--- config.mk ---
export PLATFORM = sky130hd
export DESIGN_NAME = keypad_scanner
export DESIGN_NICKNAME = d
export VERILOG_FILES = /design/src/rtl/keypad_scanner_pkg.sv /design/src/rtl/keypad_scanner_sync_2ff.sv /design/src/rtl/keypad_scanner.sv
export SDC_FILE = /design/constraint.sdc
export NUM_CORES = 1
export LEC_CHECK = 0
export CAP_MARGIN = 20
export CORE_AREA = 2 2 63 65
export CTS_BUF_LIST = sky130_fd_sc_hd__clkbuf_8
export CTS_CLUSTER_SIZE = 30
export DETAILED_ROUTE_END_ITERATION = 6
export DIE_AREA = 0 0 65 67
export PLACE_DENSITY = 0.76
export SLEW_MARGIN = 0
export SYNTH_ARGS = -nofsm -noshare
export SYNTH_HDL_FRONTEND = slang
export SYNTH_SLANG_ARGS = --single-unit
--- constraint.sdc ---
create_clock -name clk -period 1.9 [get_ports clk]
set_input_delay 0.38 -clock clk [delete_from_list [all_inputs] [get_ports clk]]
set_output_delay 0.38 -clock clk [all_outputs]
set_load 0.05 [all_outputs]
--- src/rtl/keypad_scanner_pkg.sv ---
// ----------------------------------------------------------------------------
// keypad_scanner_pkg
//   Shared constants for the keypad front end of the safe: special key codes,
//   scanner FSM state encoding, the row strobe reset pattern and a helper that
//   decides whether a column sample identifies exactly one key.
// ----------------------------------------------------------------------------
package keypad_scanner_pkg;

    localparam logic [3:0] KEY_STAR  = 4'hA;
    localparam logic [3:0] KEY_SHARP = 4'hB;

    localparam logic [3:0] ROW_RESET = 4'b0001;

    typedef enum logic [1:0] {
        SCAN     = 2'd0,
        DEBOUNCE = 2'd1,
        HELD     = 2'd2
    } scan_state_t;

    // Exactly one column high; none or several high means "no key".
    function automatic logic is_single_col(input logic [2:0] cols);
        return (cols == 3'b001) || (cols == 3'b010) || (cols == 3'b100);
    endfunction

endpackage

--- src/rtl/keypad_scanner_sync_2ff.sv ---
// ----------------------------------------------------------------------------
// sync_2ff
//   Two-flop synchronizer for a small bus of slow, independently changing
//   level signals (keypad columns and similar board inputs).
// Ports:
//   clk      - destination clock
//   reset_n  - asynchronous active-low clear of both flop stages
//   d        - asynchronous input bus
//   q        - synchronized output bus, two clocks behind d
// ----------------------------------------------------------------------------
module sync_2ff #(
    parameter int WIDTH = 3
) (
    input  logic             clk,
    input  logic             reset_n,
    input  logic [WIDTH-1:0] d,
    output logic [WIDTH-1:0] q
);

    logic [WIDTH-1:0] meta;

    always_ff @(posedge clk or negedge reset_n) begin
        if (!reset_n) begin
            meta <= '0;
            q    <= '0;
        end else begin
            meta <= d;
            q    <= meta;
        end
    end

endmodule

--- src/rtl/keypad_scanner.sv ---
// ----------------------------------------------------------------------------
// keypad_scanner
//   Drives a 4x3 keypad matrix one row at a time, samples the three columns
//   at the end of each row dwell, debounces the result and reports one clean
//   key event per physical press.
// Ports:
//   clk, reset_n            - system clock, asynchronous active-low reset
//   col1..col3              - keypad columns, active-high, asynchronous
//   row1..row4              - one-hot row strobes, active-high, registered
//   key_code                - last accepted key (0-9, A = star, B = sharp)
//   key_valid               - one-clock pulse on press acceptance
//   key_held                - high from acceptance until release acceptance
//   star_held, sharp_held   - key_held qualified by the star / sharp code
// ----------------------------------------------------------------------------
module keypad_scanner
    import keypad_scanner_pkg::*;
#(
    parameter int SCAN_DIV     = 1000,
    parameter int DEBOUNCE_CNT = 8
) (
    input  logic       clk,
    input  logic       reset_n,
    input  logic       col1,
    input  logic       col2,
    input  logic       col3,
    output logic       row1,
    output logic       row2,
    output logic       row3,
    output logic       row4,
    output logic [3:0] key_code,
    output logic       key_valid,
    output logic       key_held,
    output logic       star_held,
    output logic       sharp_held
);

    localparam int DWELL_W = (SCAN_DIV > 1) ? $clog2(SCAN_DIV) : 1;
    localparam int CNT_W   = (DEBOUNCE_CNT > 1) ? $clog2(DEBOUNCE_CNT) : 1;

    localparam logic [DWELL_W-1:0] DWELL_LAST = DWELL_W'(SCAN_DIV - 1);
    // Counters stop one short of DEBOUNCE_CNT: the final matching sample
    // triggers the transition, so a $clog2-wide counter is always enough.
    localparam logic [CNT_W-1:0]   CNT_LAST   = CNT_W'(DEBOUNCE_CNT - 1);

    logic [2:0]         col_sync;
    logic [DWELL_W-1:0] dwell;
    logic               sample_tick;
    logic               valid_sample;
    logic [3:0]         rows;
    logic [3:0]         rows_next;
    scan_state_t        state;
    logic [2:0]         cand_col;
    logic [CNT_W-1:0]   match_cnt;
    logic [CNT_W-1:0]   rel_cnt;
    logic [3:0]         mapped_code;

    sync_2ff #(.WIDTH(3)) u_col_sync (
        .clk     (clk),
        .reset_n (reset_n),
        .d       ({col3, col2, col1}),
        .q       (col_sync)
    );

    assign sample_tick  = (dwell == DWELL_LAST);
    assign valid_sample = is_single_col(col_sync);
    assign rows_next    = {rows[2:0], rows[3]};

    assign row1 = rows[0];
    assign row2 = rows[1];
    assign row3 = rows[2];
    assign row4 = rows[3];

    assign star_held  = key_held && (key_code == KEY_STAR);
    assign sharp_held = key_held && (key_code == KEY_SHARP);

    // The row register is frozen while a candidate is pending or held, so it
    // doubles as the candidate row; acceptance only happens on a sample equal
    // to the candidate column, so the live sample gives the candidate column.
    always_comb begin
        mapped_code = 4'h0;
        case ({rows, col_sync})
            {4'b0001, 3'b001}: mapped_code = 4'h1;
            {4'b0001, 3'b010}: mapped_code = 4'h2;
            {4'b0001, 3'b100}: mapped_code = 4'h3;
            {4'b0010, 3'b001}: mapped_code = 4'h4;
            {4'b0010, 3'b010}: mapped_code = 4'h5;
            {4'b0010, 3'b100}: mapped_code = 4'h6;
            {4'b0100, 3'b001}: mapped_code = 4'h7;
            {4'b0100, 3'b010}: mapped_code = 4'h8;
            {4'b0100, 3'b100}: mapped_code = 4'h9;
            {4'b1000, 3'b001}: mapped_code = KEY_STAR;
            {4'b1000, 3'b010}: mapped_code = 4'h0;
            {4'b1000, 3'b100}: mapped_code = KEY_SHARP;
            default:           mapped_code = 4'h0;
        endcase
    end

    always_ff @(posedge clk or negedge reset_n) begin
        if (!reset_n) begin
            dwell     <= '0;
            rows      <= ROW_RESET;
            state     <= SCAN;
            cand_col  <= 3'b000;
            match_cnt <= '0;
            rel_cnt   <= '0;
            key_code  <= 4'h0;
            key_valid <= 1'b0;
            key_held  <= 1'b0;
        end else begin
            key_valid <= 1'b0;

            if (sample_tick) begin
                dwell <= '0;
            end else begin
                dwell <= dwell + 1'b1;
            end

            if (sample_tick) begin
                case (state)
                    SCAN: begin
                        if (valid_sample) begin
                            cand_col <= col_sync;
                            if (DEBOUNCE_CNT == 1) begin
                                key_code  <= mapped_code;
                                key_valid <= 1'b1;
                                key_held  <= 1'b1;
                                match_cnt <= '0;
                                rel_cnt   <= '0;
                                state     <= HELD;
                            end else begin
                                match_cnt <= CNT_W'(1);
                                state     <= DEBOUNCE;
                            end
                        end else begin
                            rows <= rows_next;
                        end
                    end

                    DEBOUNCE: begin
                        if (col_sync == cand_col) begin
                            if (match_cnt == CNT_LAST) begin
                                key_code  <= mapped_code;
                                key_valid <= 1'b1;
                                key_held  <= 1'b1;
                                match_cnt <= '0;
                                rel_cnt   <= '0;
                                state     <= HELD;
                            end else begin
                                match_cnt <= match_cnt + 1'b1;
                            end
                        end else begin
                            match_cnt <= '0;
                            state     <= SCAN;
                            rows      <= rows_next;
                        end
                    end

                    HELD: begin
                        // Only the candidate column matters; other keys on
                        // the same row neither extend nor end the hold.
                        if ((col_sync & cand_col) == 3'b000) begin
                            if (rel_cnt == CNT_LAST) begin
                                key_held <= 1'b0;
                                rel_cnt  <= '0;
                                state    <= SCAN;
                                rows     <= rows_next;
                            end else begin
                                rel_cnt <= rel_cnt + 1'b1;
                            end
                        end else begin
                            rel_cnt <= '0;
                        end
                    end

                    default: begin
                        state <= SCAN;
                    end
                endcase
            end
        end
    end

endmodule

Yosys cells after proc, flatten, opt, wreduce, memory -nomap -nowiden --
Index checks and enable logic that the tools add are counted.
Storage, ports and cells: bits of input ports 5, flip-flop bits (word level) 37, word-level logic and storage cells 92
Cells by class: mux-type cells 31, reduce and logical (&&, ||, !) cells 16, $add $sub $neg 3, bitwise logic cells 1, equality and inequality tests 30
Operators with widths (number):
- $pmux 4 s11 | 1
- $eq 7x4->1 const B | 3
- $eq 7x5->1 const B | 3
- $eq 7x6->1 const B | 3
- $mux 3 | 7
- $mux 4 | 4
- $eq 7x7->1 const B | 2
- $ne 2x2->1 const B | 7
- $pmux 3 s2 | 2
- $pmux 4 s3 | 1
- $reduce_and 6->1 | 2
- $add 10x1->10 const B | 1
- $eq 10x10->1 const B | 1
- $mux 10 | 1
- $mux 2 | 5
- $eq 3x3->1 const B | 3
- $eq 4x4->1 const B | 2
- $mux 1 | 8
- $reduce_and 4->1 | 2
- $add 3x1->3 const B | 2
- $pmux 2 s3 | 1
- $reduce_and 3->1 | 2
- $reduce_and 5->1 | 1
- $reduce_bool 2->1 | 2
- 13 further kinds | 15

Depth between registers and ports, before layout --
Gate-level depths: netlist of run 1.
depth after elaboration 5, gate-level depth with buffers 6, depth with buffers taken out 5

Modules after synthesis --
A second synthesis of run 1 with hierarchy kept.
Unflattened totals: cells, all modules 184, area, all modules 1970.6 um^2
Modules (own cells, without submodules):
- keypad_scanner | cells each 178, sequential area each 777.0 um^2, instances 1, area each 1820.5 um^2
- sync_2ff | cells each 6, sequential area each 150.1 um^2, instances 1, area each 150.1 um^2

Worst setup path before layout of run 1 --
OpenSTA, ideal clock, no wires.
path kind register -> output, start point reg key_held, end point out star_held, data arrival time 2393 ps, buffers on the path 0, setup slack -873 ps, required time 1520 ps, cell stages (with the launch flop) 3, path through dfrtp_1 > nand2_1 > nor4b_1
Between the ends: word-level cells in the longest chain between the ends 1
RTL lines:
- start, declared | RTL line keypad_scanner.sv:32 | output logic key_held,
- start signal, assigned | RTL line keypad_scanner.sv:108 | key_held <= 1'b0;
- start signal, assigned | RTL line keypad_scanner.sv:126 | key_held <= 1'b1;
- start signal, assigned | RTL line keypad_scanner.sv:144 | key_held <= 1'b1;
- $logic_and 1x1->1 | RTL line keypad_scanner.sv:73 | assign star_held = key_held && (key_code == KEY_STAR);
- end, declared | RTL line keypad_scanner.sv:33 | output logic star_held,
Every way passes these cells.

Worst setup path after layout of run 1 --
start point reg dwell[0], end point reg rows[2]
Between the ends: word-level cells in the longest chain between the ends 2
RTL lines:
- start, declared | RTL line keypad_scanner.sv:46 | logic [DWELL_W-1:0] dwell;
- start signal, assigned | RTL line keypad_scanner.sv:115 | dwell <= dwell + 1'b1;
- $eq 10x10->1 | RTL line keypad_scanner.sv:64 | assign sample_tick = (dwell == DWELL_LAST);
- $reduce_and 6->1 (no line)
- end signal, assigned | RTL line keypad_scanner.sv:135 | rows <= rows_next;
- end signal, assigned | RTL line keypad_scanner.sv:154 | rows <= rows_next;
- end signal, assigned | RTL line keypad_scanner.sv:166 | rows <= rows_next;
- end, declared | RTL line keypad_scanner.sv:49 | logic [3:0] rows;
Every way passes these cells. A chain may end at the register's enable or synchronous reset.

==> metrics.yaml, run 1 <==
status:
  status: "complete, but fails checks"
  violations: "negative setup slack"
sta:
  slew_headroom: 0.663
  tns_ps: -293
  hold_viol_final: 0
  worst_pin_slew_ps: 505
  grt_setup_unrepaired: "yes"
  setup_viol: 4
  post-route-period-util: 1.05
  maxSlewViolCount: 0
  fin_skew_ps: 5.24
  max_freq_mhz: 503
  postLayoutSetupSlackWorst_ps: -89.2
  period_minus_slack_ps: 1990
synth:
  yosysWarnings: 0
  ys_ff_latch: 37
  synth_area_leaders: "dfrtp_1, ha_1, mux2_2"
  ys.flop_type: "dfrtp_1"
  synth_top_area_frac: 0.476
  async_reset_ff_frac: 1.00
  syn-num-nets: 189
  synthCells: 176
  yosysSeqAreaShare: 0.489
  synth_compound_area_frac: 0.129
  synth_edf_count: 0
  synthMuxAreaShare: 0.0674
  synth_top_area_cell: "dfrtp_1"
  synth_xor_area_frac: 0.0462
  synthSimpleGateAreaFrac: 0.179
  synthAdderAreaFrac: 0.0528
  synthDistinctLibCells: 44
  syn_area_um2: 1890
  synth.avg_cell_area_um2: 10.8
  synth_top_family_by_area: "simple AND/OR/NAND/NOR gates"
critical_path:
  startpoint: "dwell[0]$_DFF_PN0_"
  slowest_delay_ps: 410
  cp_data_arrival_time_ps: 2170
  critPathSlowestCell: "or3b_4"
  r2r-start: "dwell[0]$_DFF_PN0_"
  endpoint_kind: "flop"
  cp_max_fo: 4
  crit_type: "reg -> reg"
  startpoint_type: "flop"
  critPathRequiredTime_ps: 2080
  critical_path.cell_chain: "ha_2 > and4b_1 > or3b_4 > a2111o_4 > mux2_4"
floorplanning:
  rows: 22
  core-area_um2: 3610
  dieHeight_um: 67
  start_util: 0.525
  ioPinCount: 17
  fp.dieW_um: 65
  die_area_um2: 4360
final_layout:
  drive_gt1_frac: 0.283
  design_area_um2: 2390
  area_delta_synth_final_pct: 26.2
  mostFrequentLayoutCells: "dfrtp_1, buf_4, o21ai_0"
  fillers: 297
  fin_nets: 224
  mostFrequentLayoutCell: "dfrtp_1"
  n_antenna_cell: 0
power_and_ir_drop:
  peakVddDrop_v: 0.000547
  p_leak_nw: 1.11
  powerDensity_nw_per_um2: 585
placement:
  globalplace.congestion: 0.840
  place_area_um2: 2270
  dp_hpwl_mm: 2.98
  io_buffers: 16
  place_ws_ps: -103
worst_hold_path:
  hold_path.class: "reg -> reg"
  hp-start: "u_col_sync.meta[2]$_DFF_PN0_"
clock_network:
  cts_sinks: 37
  cts.path.max_buffers: 2
  cts.reportedPaths.clkPinSlew_ps: 70
  clkLatencyLatePin_ps: 300
  htree_num_levels: 2
  root_buffer: "clkbuf_8"
  cts_tree: "done"
  cts_made_buffers: 5
routing:
  drt-met1-wl_mm: 1.69
  dr.max_layer_used: "met4"
  wl_per_cell_um: 15.4
  vias: 1469
  drt_first_pass_iters: 4
  drc: 0
  drtAntennaViolNets: 0
  wl_mm: 4.00
  met2WireLength_mm: 2.08
  drt_iter0_drc: 108
  via_per_inst: 5.65
  dr_wl_met3_um: 170
global_routing:
  first_global_vias: 1480
  grt_max_degree: 20
  grt_first_pass_wirelength_mm: 6.93
  gr-usage-all-layers: 0.217
  antenna_found_initial: 0
  grt_overflow: 0
flow_run:
  drv_cap: 0
[synth_stat cells (2+ instances only)]
cell and number:
mux2_4 4, nor3b_1 2, nand2b_1 10, mux2_2 6
o22a_1 2, and3_1 3, nand3_1 6, nand4_1 4
nand2_1 8, xor2_1 3, clkbuf_1 6, a22o_1 2
o22ai_1 4, a22oi_1 2, nor3_1 5, inv_1 7
ha_1 8, dfrtp_1 36, xnor2_1 7, o211ai_1 2
or3b_1 2, o21ai_0 11, nor2b_1 3, nor2_1 9
buf_1 2, a21oi_1 3, nor4_1 2
[power breakdown]
part | leakage (nW) | switching [W] | internal (W)
clock network | 0.0439 | 0.000290 | 0.000253
registers | 0.485 | 0.00000274 | 0.000794
logic | 0.584 | 0.0000357 | 0.0000246
total | 1.11 | 0.000328 | 0.00107
[layout make-up]
cell class | count | area, um^2 | share of cell area
multi-input cells | 123 | 952 | 0.398
flip-flops and latches | 37 | 927 | 0.388
repair buffers | 37 | 338 | 0.141
clock buffers | 5 | 68.8 | 0.0288
well taps | 48 | 60.1 | 0.0251
inverters | 7 | 26.3 | 0.0110
clock inverters | 3 | 17.5 | 0.00733
[worst paths after layout]
| path | endpoint | slack, ps | cells after the start |
|---|---|---|---|
| setup reg to reg | rows[2]$_DFFE_PN0P_ | -90 | 5 |
| max in group asynchronous | u_col_sync.meta[0]$_DFF_PN0_ | 920 | 2 |
| setup / recovery | rows[2]$_DFFE_PN0P_ | -90 | 5 |
| min in group asynchronous | state[0]$_DFFE_PN0P_ | 380 | 1 |
| hold reg to reg | u_col_sync.q[2]$_DFF_PN0_ | 360 | 0 |
| hold / removal | u_col_sync.q[2]$_DFF_PN0_ | 360 | 0 |
[state kept, by name, summed over array words and instances, names as in the netlist]
| register | flops |
|---|---|
| cand_col | 3 |
| dwell | 10 |
| key_code | 4 |
| key_held | 1 |
| key_valid | 1 |
| match_cnt | 3 |
| rel_cnt | 3 |
| rows | 4 |
| state | 2 |
| u_col_sync.meta | 3 |
| u_col_sync.q | 3 |
[timing repair]
item,CTS,global route
pin swaps,0,1
setup endpoints to repair,9,16
resized for setup,3,5
endpoints found under the hold margin,0,0
hold buffers,0,0
gates cloned,0,0
buffers inserted,1,0
[worst max-delay path: cells and delay by family, from the launching register on]
kind,cells,cell delay [ps]
simple gates,2,620
flops,1,360
mux,1,310
compound gates,1,400
fa+ha+maj,1,180
[metrics by stage]
step	util	std cells	total power (W)	hold WS, ps
global route	0.663	260	0.00145	365
finish	0.663	260	0.00140	355
floorplan	-	176	0.000832	84.4
detailed placement	0.629	251	0.000872	339
CTS	0.658	260	0.00142	357
global placement	0.629	251	0.000867	331
[metal layers]
| metal | global-route usage | vias to the layer above |
|---|---|---|
| met2 | 0.372 | 40 |
| met1 | 0.256 | 719 |
| met3 | 0.0659 | 6 |
| met5 | 0 | - |
| met4 | 0.0771 | 0 |
| li1 | - | 704 |
[cells by family after synthesis]
family / after synthesis
adder cells (fa/ha/maj): 8
AND/OR/NAND/NOR: 60
multiplexers: 10
AO/OA/AOI/OAI: 35
buffers and inverters: 16
XOR/XNOR: 10
flip-flops: 37
Power figures use the tool's default switching activity.
==> inputs of run 2 (changes only) <==
Settings changed: CORE_AREA 2 2 63 65 to 2 2 60 62, CTS_CLUSTER_DIAMETER set to 80, DIE_AREA 0 0 65 67 to 0 0 62 64, PLACE_DENSITY 0.76 to 0.79.
Clock period 1.9 ns to 2.2 ns, I/O delays scaled along.
==> run 2 against run 1 <==
  * The flow now finishes without violations
  * Clock-buffer cell count increased by 1
  * Worst hold slack got worse by 5.4 ps
  * Routed wire length decreased by 6.0%
  * Non-clock buffer count decreased by 11
  * Critical path depth decreased by 4
  * Sequential power decreased by 14%
  * Die area decreased by 8.9%
  * Critical path type is now reg -> out
  * Critical endpoint is now row4
==> metrics.yaml, run 2 (synthesis results as in run 1) <==
sta:
  grt_setup_unrepaired: "no"
  fin_skew_ps: 8.75
  worst_pin_slew_ps: 501
  hold_viol_final: 0
  postLayoutSetupSlackWorst_ps: 84.0
  post-route-period-util: 0.962
  setup_viol: 0
  period_minus_slack_ps: 2120
  tns_ps: 0
  maxSlewViolCount: 0
  max_freq_mhz: 473
  slew_headroom: 0.665
clock_network:
  cts.reportedPaths.clkPinSlew_ps: 70
  cts.path.max_buffers: 2
  cts_made_buffers: 5
  clkLatencyLatePin_ps: 290
  cts_sinks: 37
  htree_num_levels: 2
  root_buffer: "clkbuf_8"
  cts_tree: "done"
placement:
  place_ws_ps: 82.5
  globalplace.congestion: 0.762
  dp_hpwl_mm: 2.77
  io_buffers: 16
critical_path:
  cp_max_fo: 9
  slowest_delay_ps: 870
  critical_path.cell_chain: "clkdlybuf4s50_1"
  critPathRequiredTime_ps: 1760
  critPathSlowestCell: "clkdlybuf4s50_1"
  startpoint_type: "flop"
  worst_r2r_path_depth: 5
  cp_data_arrival_time_ps: 1680
  critPathBufInv: 1
  path_depth: 1
  endpoint_kind: "primary output"
  crit_type: "reg -> out"
  path_delay_family: "buffers and inverters"
final_layout:
  area_delta_synth_final_pct: 19.5
  fillers: 264
  largestRegisters: "dwell (10), key_code (4), rows (4)"
  fin_nets: 213
  drive_gt1_frac: 0.185
  regArea_um2: 927
  multi_input_area_um2: 938
  n_antenna_cell: 0
  final_util: 0.689
  mostFrequentLayoutCell: "dfrtp_1"
  largest_reg_flops: 10
  mostFrequentLayoutCells: "dfrtp_1, clkdlybuf4s50_1, buf_4"
  top_register: "dwell"
global_routing:
  gr-usage-all-layers: 0.219
  grt_max_degree: 38
  grt_first_pass_wirelength_mm: 6.38
  grt_overflow: 0
  first_global_vias: 1434
  antenna_found_initial: 0
routing:
  drt_first_pass_iters: 4
  drt_iter0_drc: 59
  wl_per_cell_um: 15.3
  drtAntennaViolNets: 0
  vias: 1433
  via_per_inst: 5.83
  wl_mm: 3.76
  drc: 0
floorplanning:
  start_util: 0.577
  ioPinCount: 17
  fp.dieW_um: 62
  core-area_um2: 3280
  die_area_um2: 3970
  rows: 21
  dieHeight_um: 64
power_and_ir_drop:
  peakVddDrop_v: 0.000422
  p_sw_frac: 0.211
  powerDensity_nw_per_um2: 531
  p_leak_nw: 1.00
  p_clk_frac: 0.388
  internal_power_w: 0.000947
  power_frac_seq: 0.573
  p_comb_frac: 0.039
  p_sw_w: 0.000254
status:
  status: "finished clean"
worst_hold_path:
  hold_path_depth: 0
  hold_path.class: "reg -> reg"
flow_run:
  drv_cap: 0
-- run 2: cell types whose count changed in the layout (fill, tap and decap cells not counted), moves of 2 or more --
cell / previous run / this run
clkdlybuf4s50_1: 5 / 13
buf_12: 3 / 0
clkinv_2: 2 / 0
dlymetal6s2s_1: 2 / 0
buf_4: 27 / 13
-- run 2: power groups by stage --
stage               combinational, W  clock (W)  sequential [W]
CTS                        0.0000460   0.000469        0.000688
global placement           0.0000433          0        0.000701
detailed placement         0.0000459          0        0.000701
floorplan                  0.0000148          0        0.000702
finish                     0.0000464   0.000466        0.000688
global route               0.0000523   0.000501        0.000689
-- run 2: path summary, 6_finish.rpt --
path                                               from                         to  slack, ps
setup / recovery                    rows[3]$_DFFE_PN0P_                       row4         80
hold / removal             u_col_sync.meta[1]$_DFF_PN0_  u_col_sync.q[1]$_DFF_PN0_        350
min in group asynchronous                       reset_n    key_code[0]$_DFFE_PN0P_        560
setup reg to reg                     dwell[0]$_DFF_PN0_        rows[3]$_DFFE_PN0P_        130
max in group asynchronous                       reset_n        rows[0]$_DFFE_PN1P_       1280
hold reg to reg            u_col_sync.meta[1]$_DFF_PN0_  u_col_sync.q[1]$_DFF_PN0_        350
-- run 2: what timing repair did --
| item | in CTS | in global routing |
|---|---|---|
| endpoints found under the setup margin | 0 | 2 |
| hold buffers | 0 | 0 |
| buffers inserted | 0 | 0 |
| resized for setup | 0 | 4 |
-- run 2: area by class of cell --
cell class              count  share of cell area
multi-input cells         123               0.415
flip-flops and latches     37               0.410
repair buffers             26               0.101
clock buffers               6              0.0365
well taps                  46              0.0254
inverters                   7              0.0116
clock inverters             1             0.00166
-- run 2: per-layer routing --
layer | global-route usage | vias to the layer above | routed length (um)
met1 | 0.266 | 699 | 1600
li1 | - | 680 | -
met3 | 0.0648 | 12 | 174
met4 | 0.0931 | 0 | 110
met2 | 0.353 | 42 | 1880
met5 | 0 | - | 0
-- run 2: stage by stage --
step / hold WS (ps) / std cells / cell area, um^2 / total power [W]
after floorplan: 144 / 176 / 1920 / 0.000717
final: 350 / 246 / 2260 / 0.00120
after CTS: 352 / 246 / 2250 / 0.00120
after detailed placement: 338 / 239 / 2160 / 0.000747
after global placement: 332 / 239 / 2160 / 0.000744
after global routing: 363 / 246 / 2260 / 0.00124
==> inputs of run 3 (changes only) <==
Settings changed: ABC_AREA set to 1, CORE_AREA 2 2 60 62 to 2 2 61 63, DIE_AREA 0 0 62 64 to 0 0 63 65, PLACE_DENSITY 0.79 to 0.8.
==> run 3 against run 2 <==
  * Global-route usage down 1.0 points
  * Non-clock buffer count down 10
  * Core utilization down 2.5 points
  * Sequential share of layout area down 1.0 points
  * Power up 17%
  * Via count up 14%
  * Critical path type unchanged
  * Largest power group unchanged
==> metrics.yaml, run 3 <==
synth:
  syn-num-nets: 263
  ys.flop_type: "dfrtp_1"
  synth.avg_cell_area_um2: 7.89
  yosysSeqAreaShare: 0.470
  synth_top_area_frac: 0.457
  async_reset_ff_frac: 1.00
  netlist_top_cells_count: "nand2_1, nor2_1, dfrtp_1"
  synth_top_area_cell: "dfrtp_1"
  synthDistinctLibCells: 23
  syn_area_um2: 1970
  synth_edf_count: 0
  ys_ff_latch: 37
  yosysWarnings: 0
  synth_area_leaders: "dfrtp_1, nand2_1, nor2_1"
  synthCells: 250
  yosysMostFrequentCell: "nand2_1"
global_routing:
  grt_max_degree: 38
  grt_overflow: 0
  gr-usage-all-layers: 0.209
  first_global_vias: 1497
  grt_first_pass_wirelength_mm: 6.59
  antenna_found_initial: 0
placement:
  place_area_um2: 2190
  dp_hpwl_mm: 2.79
  io_buffers: 16
  globalplace.congestion: 0.888
  numPlacedInstances: 314
routing:
  vias: 1629
  wl_per_cell_um: 11.3
  wl_mm: 3.65
  drc: 0
  drtAntennaViolNets: 0
  drt_first_pass_iters: 4
  via_per_inst: 5.06
  drt_iter0_drc: 78
clock_network:
  postCtsSetupRepairBufs: 0
  htree_num_levels: 2
  ctsHoldBuffers: 0
  clkLatencyLatePin_ps: 290
  cts_sinks: 37
  cts_made_buffers: 5
  cts.reportedPaths.clkPinSlew_ps: 70
  cts_resized: 0
  cts.path.max_buffers: 2
  root_buffer: "clkbuf_8"
  cts_tree: "done"
floorplanning:
  die_area_um2: 4100
  start_util: 0.564
  rows: 22
  core-area_um2: 3500
  ioPinCount: 17
  fp.dieW_um: 63
  dieHeight_um: 65
power_and_ir_drop:
  powerDensity_nw_per_um2: 607
  peakVddDrop_v: 0.000385
  p_leak_nw: 1.15
final_layout:
  largestRegisters: "dwell (10), key_code (4), rows (4)"
  fin_cells: 322
  mostFrequentLayoutCells: "nand2_1, nor2_1, dfrtp_1"
  n_antenna_cell: 0
  fillers: 305
  largest_reg_flops: 10
  mostFrequentLayoutCell: "nand2_1"
  design_area_um2: 2320
  fin_nets: 286
  drive_gt1_frac: 0.117
  top_register: "dwell"
  final_util: 0.664
  area_delta_synth_final_pct: 17.7
critical_path:
  startpoint_type: "flop"
  slowest_delay_ps: 840
  cp_max_fo: 7
  crit_type: "reg -> out"
  endpoint_kind: "primary output"
  critical_path.cell_chain: "clkdlybuf4s50_1"
  critPathRequiredTime_ps: 1760
  critPathSlowestCell: "clkdlybuf4s50_1"
  critPathBufInv: 1
  path_delay_family: "buffers and inverters"
  cp_data_arrival_time_ps: 1710
sta:
  max_freq_mhz: 466
  post-route-period-util: 0.976
  period_minus_slack_ps: 2150
  fin_skew_ps: 4.41
  hold_viol_final: 0
  grt_setup_unrepaired: "no"
  setup_viol: 0
  maxSlewViolCount: 0
  tns_ps: 0
  worst_pin_slew_ps: 767
  slew_headroom: 0.489
worst_hold_path:
  hold_path.class: "in -> async"
status:
  status: "finished clean"
flow_run:
  drv_cap: 0
run 3: worst paths after layout:
path | start | to | slack, ps | depth (start not counted)
setup / recovery | rows[0]$_DFFE_PN1P_ | row1 | 50 | 1
hold / removal | reset_n | dwell[4]$_DFF_PN0_ | 230 | 1
setup reg to reg | u_col_sync.q[1]$_DFF_PN0_ | key_code[1]$_DFFE_PN0P_ | 440 | 9
hold reg to reg | u_col_sync.meta[0]$_DFF_PN0_ | u_col_sync.q[0]$_DFF_PN0_ | 350 | 0
max in group asynchronous | reset_n | key_valid$_DFF_PN0_ | 1490 | 1
min in group clk | u_col_sync.meta[0]$_DFF_PN0_ | u_col_sync.q[0]$_DFF_PN0_ | 350 | 0
run 3: area by class of cell:
type                            count  area (um^2)  area share
Multi-Input combinational cell    183          938       0.404
Clock inverter                      3         65.1      0.0280
Sequential cell                    37          927       0.399
Tap cell                           48         60.1      0.0259
Clock buffer                        5         68.8      0.0296
Inverter                           30          113      0.0485
Timing Repair Buffer               16          150      0.0647
run 3: kinds of logic (layout without fill, tap and decap cells):
group	Yosys count	after routing	synth area share
XOR/XNOR	4	4	0.0178
flip-flops	37	37	0.470
AND/OR/NAND/NOR	155	155	0.364
buffers and inverters	30	54	0.0571
adder cells (fa/ha/maj)	8	8	0.0507
AO/OA/AOI/OAI	16	16	0.0406
run 3: layer usage:
layer | share of wire | vias up | GRT usage
li1 | - | 844 | -
met1 | 0.48 | 739 | 0.287
met2 | 0.46 | 37 | 0.318
met3 | 0.036 | 9 | 0.0521
met4 | 0.022 | 0 | 0.0833
met5 | 0 | - | 0
run 3: where the power goes:
| part | total [W] | switching [W] | internal (W) |
|---|---|---|---|
| Combinational | 0.0000398 | 0.0000294 | 0.0000104 |
| Clock | 0.000681 | 0.000231 | 0.000450 |
| Sequential | 0.000690 | 0.00000424 | 0.000686 |
run 3: through the flow:
step	total power, W	hold WS [ps]	worst slack, ps
3_5_place_dp	0.000744	336	364
2_1_floorplan	0.000719	144	204
5_1_grt	0.00147	290	12.4
3_3_place_gp	0.000742	334	397
4_1_cts	0.00143	255	50.2
6_report	0.00141	226	53.8
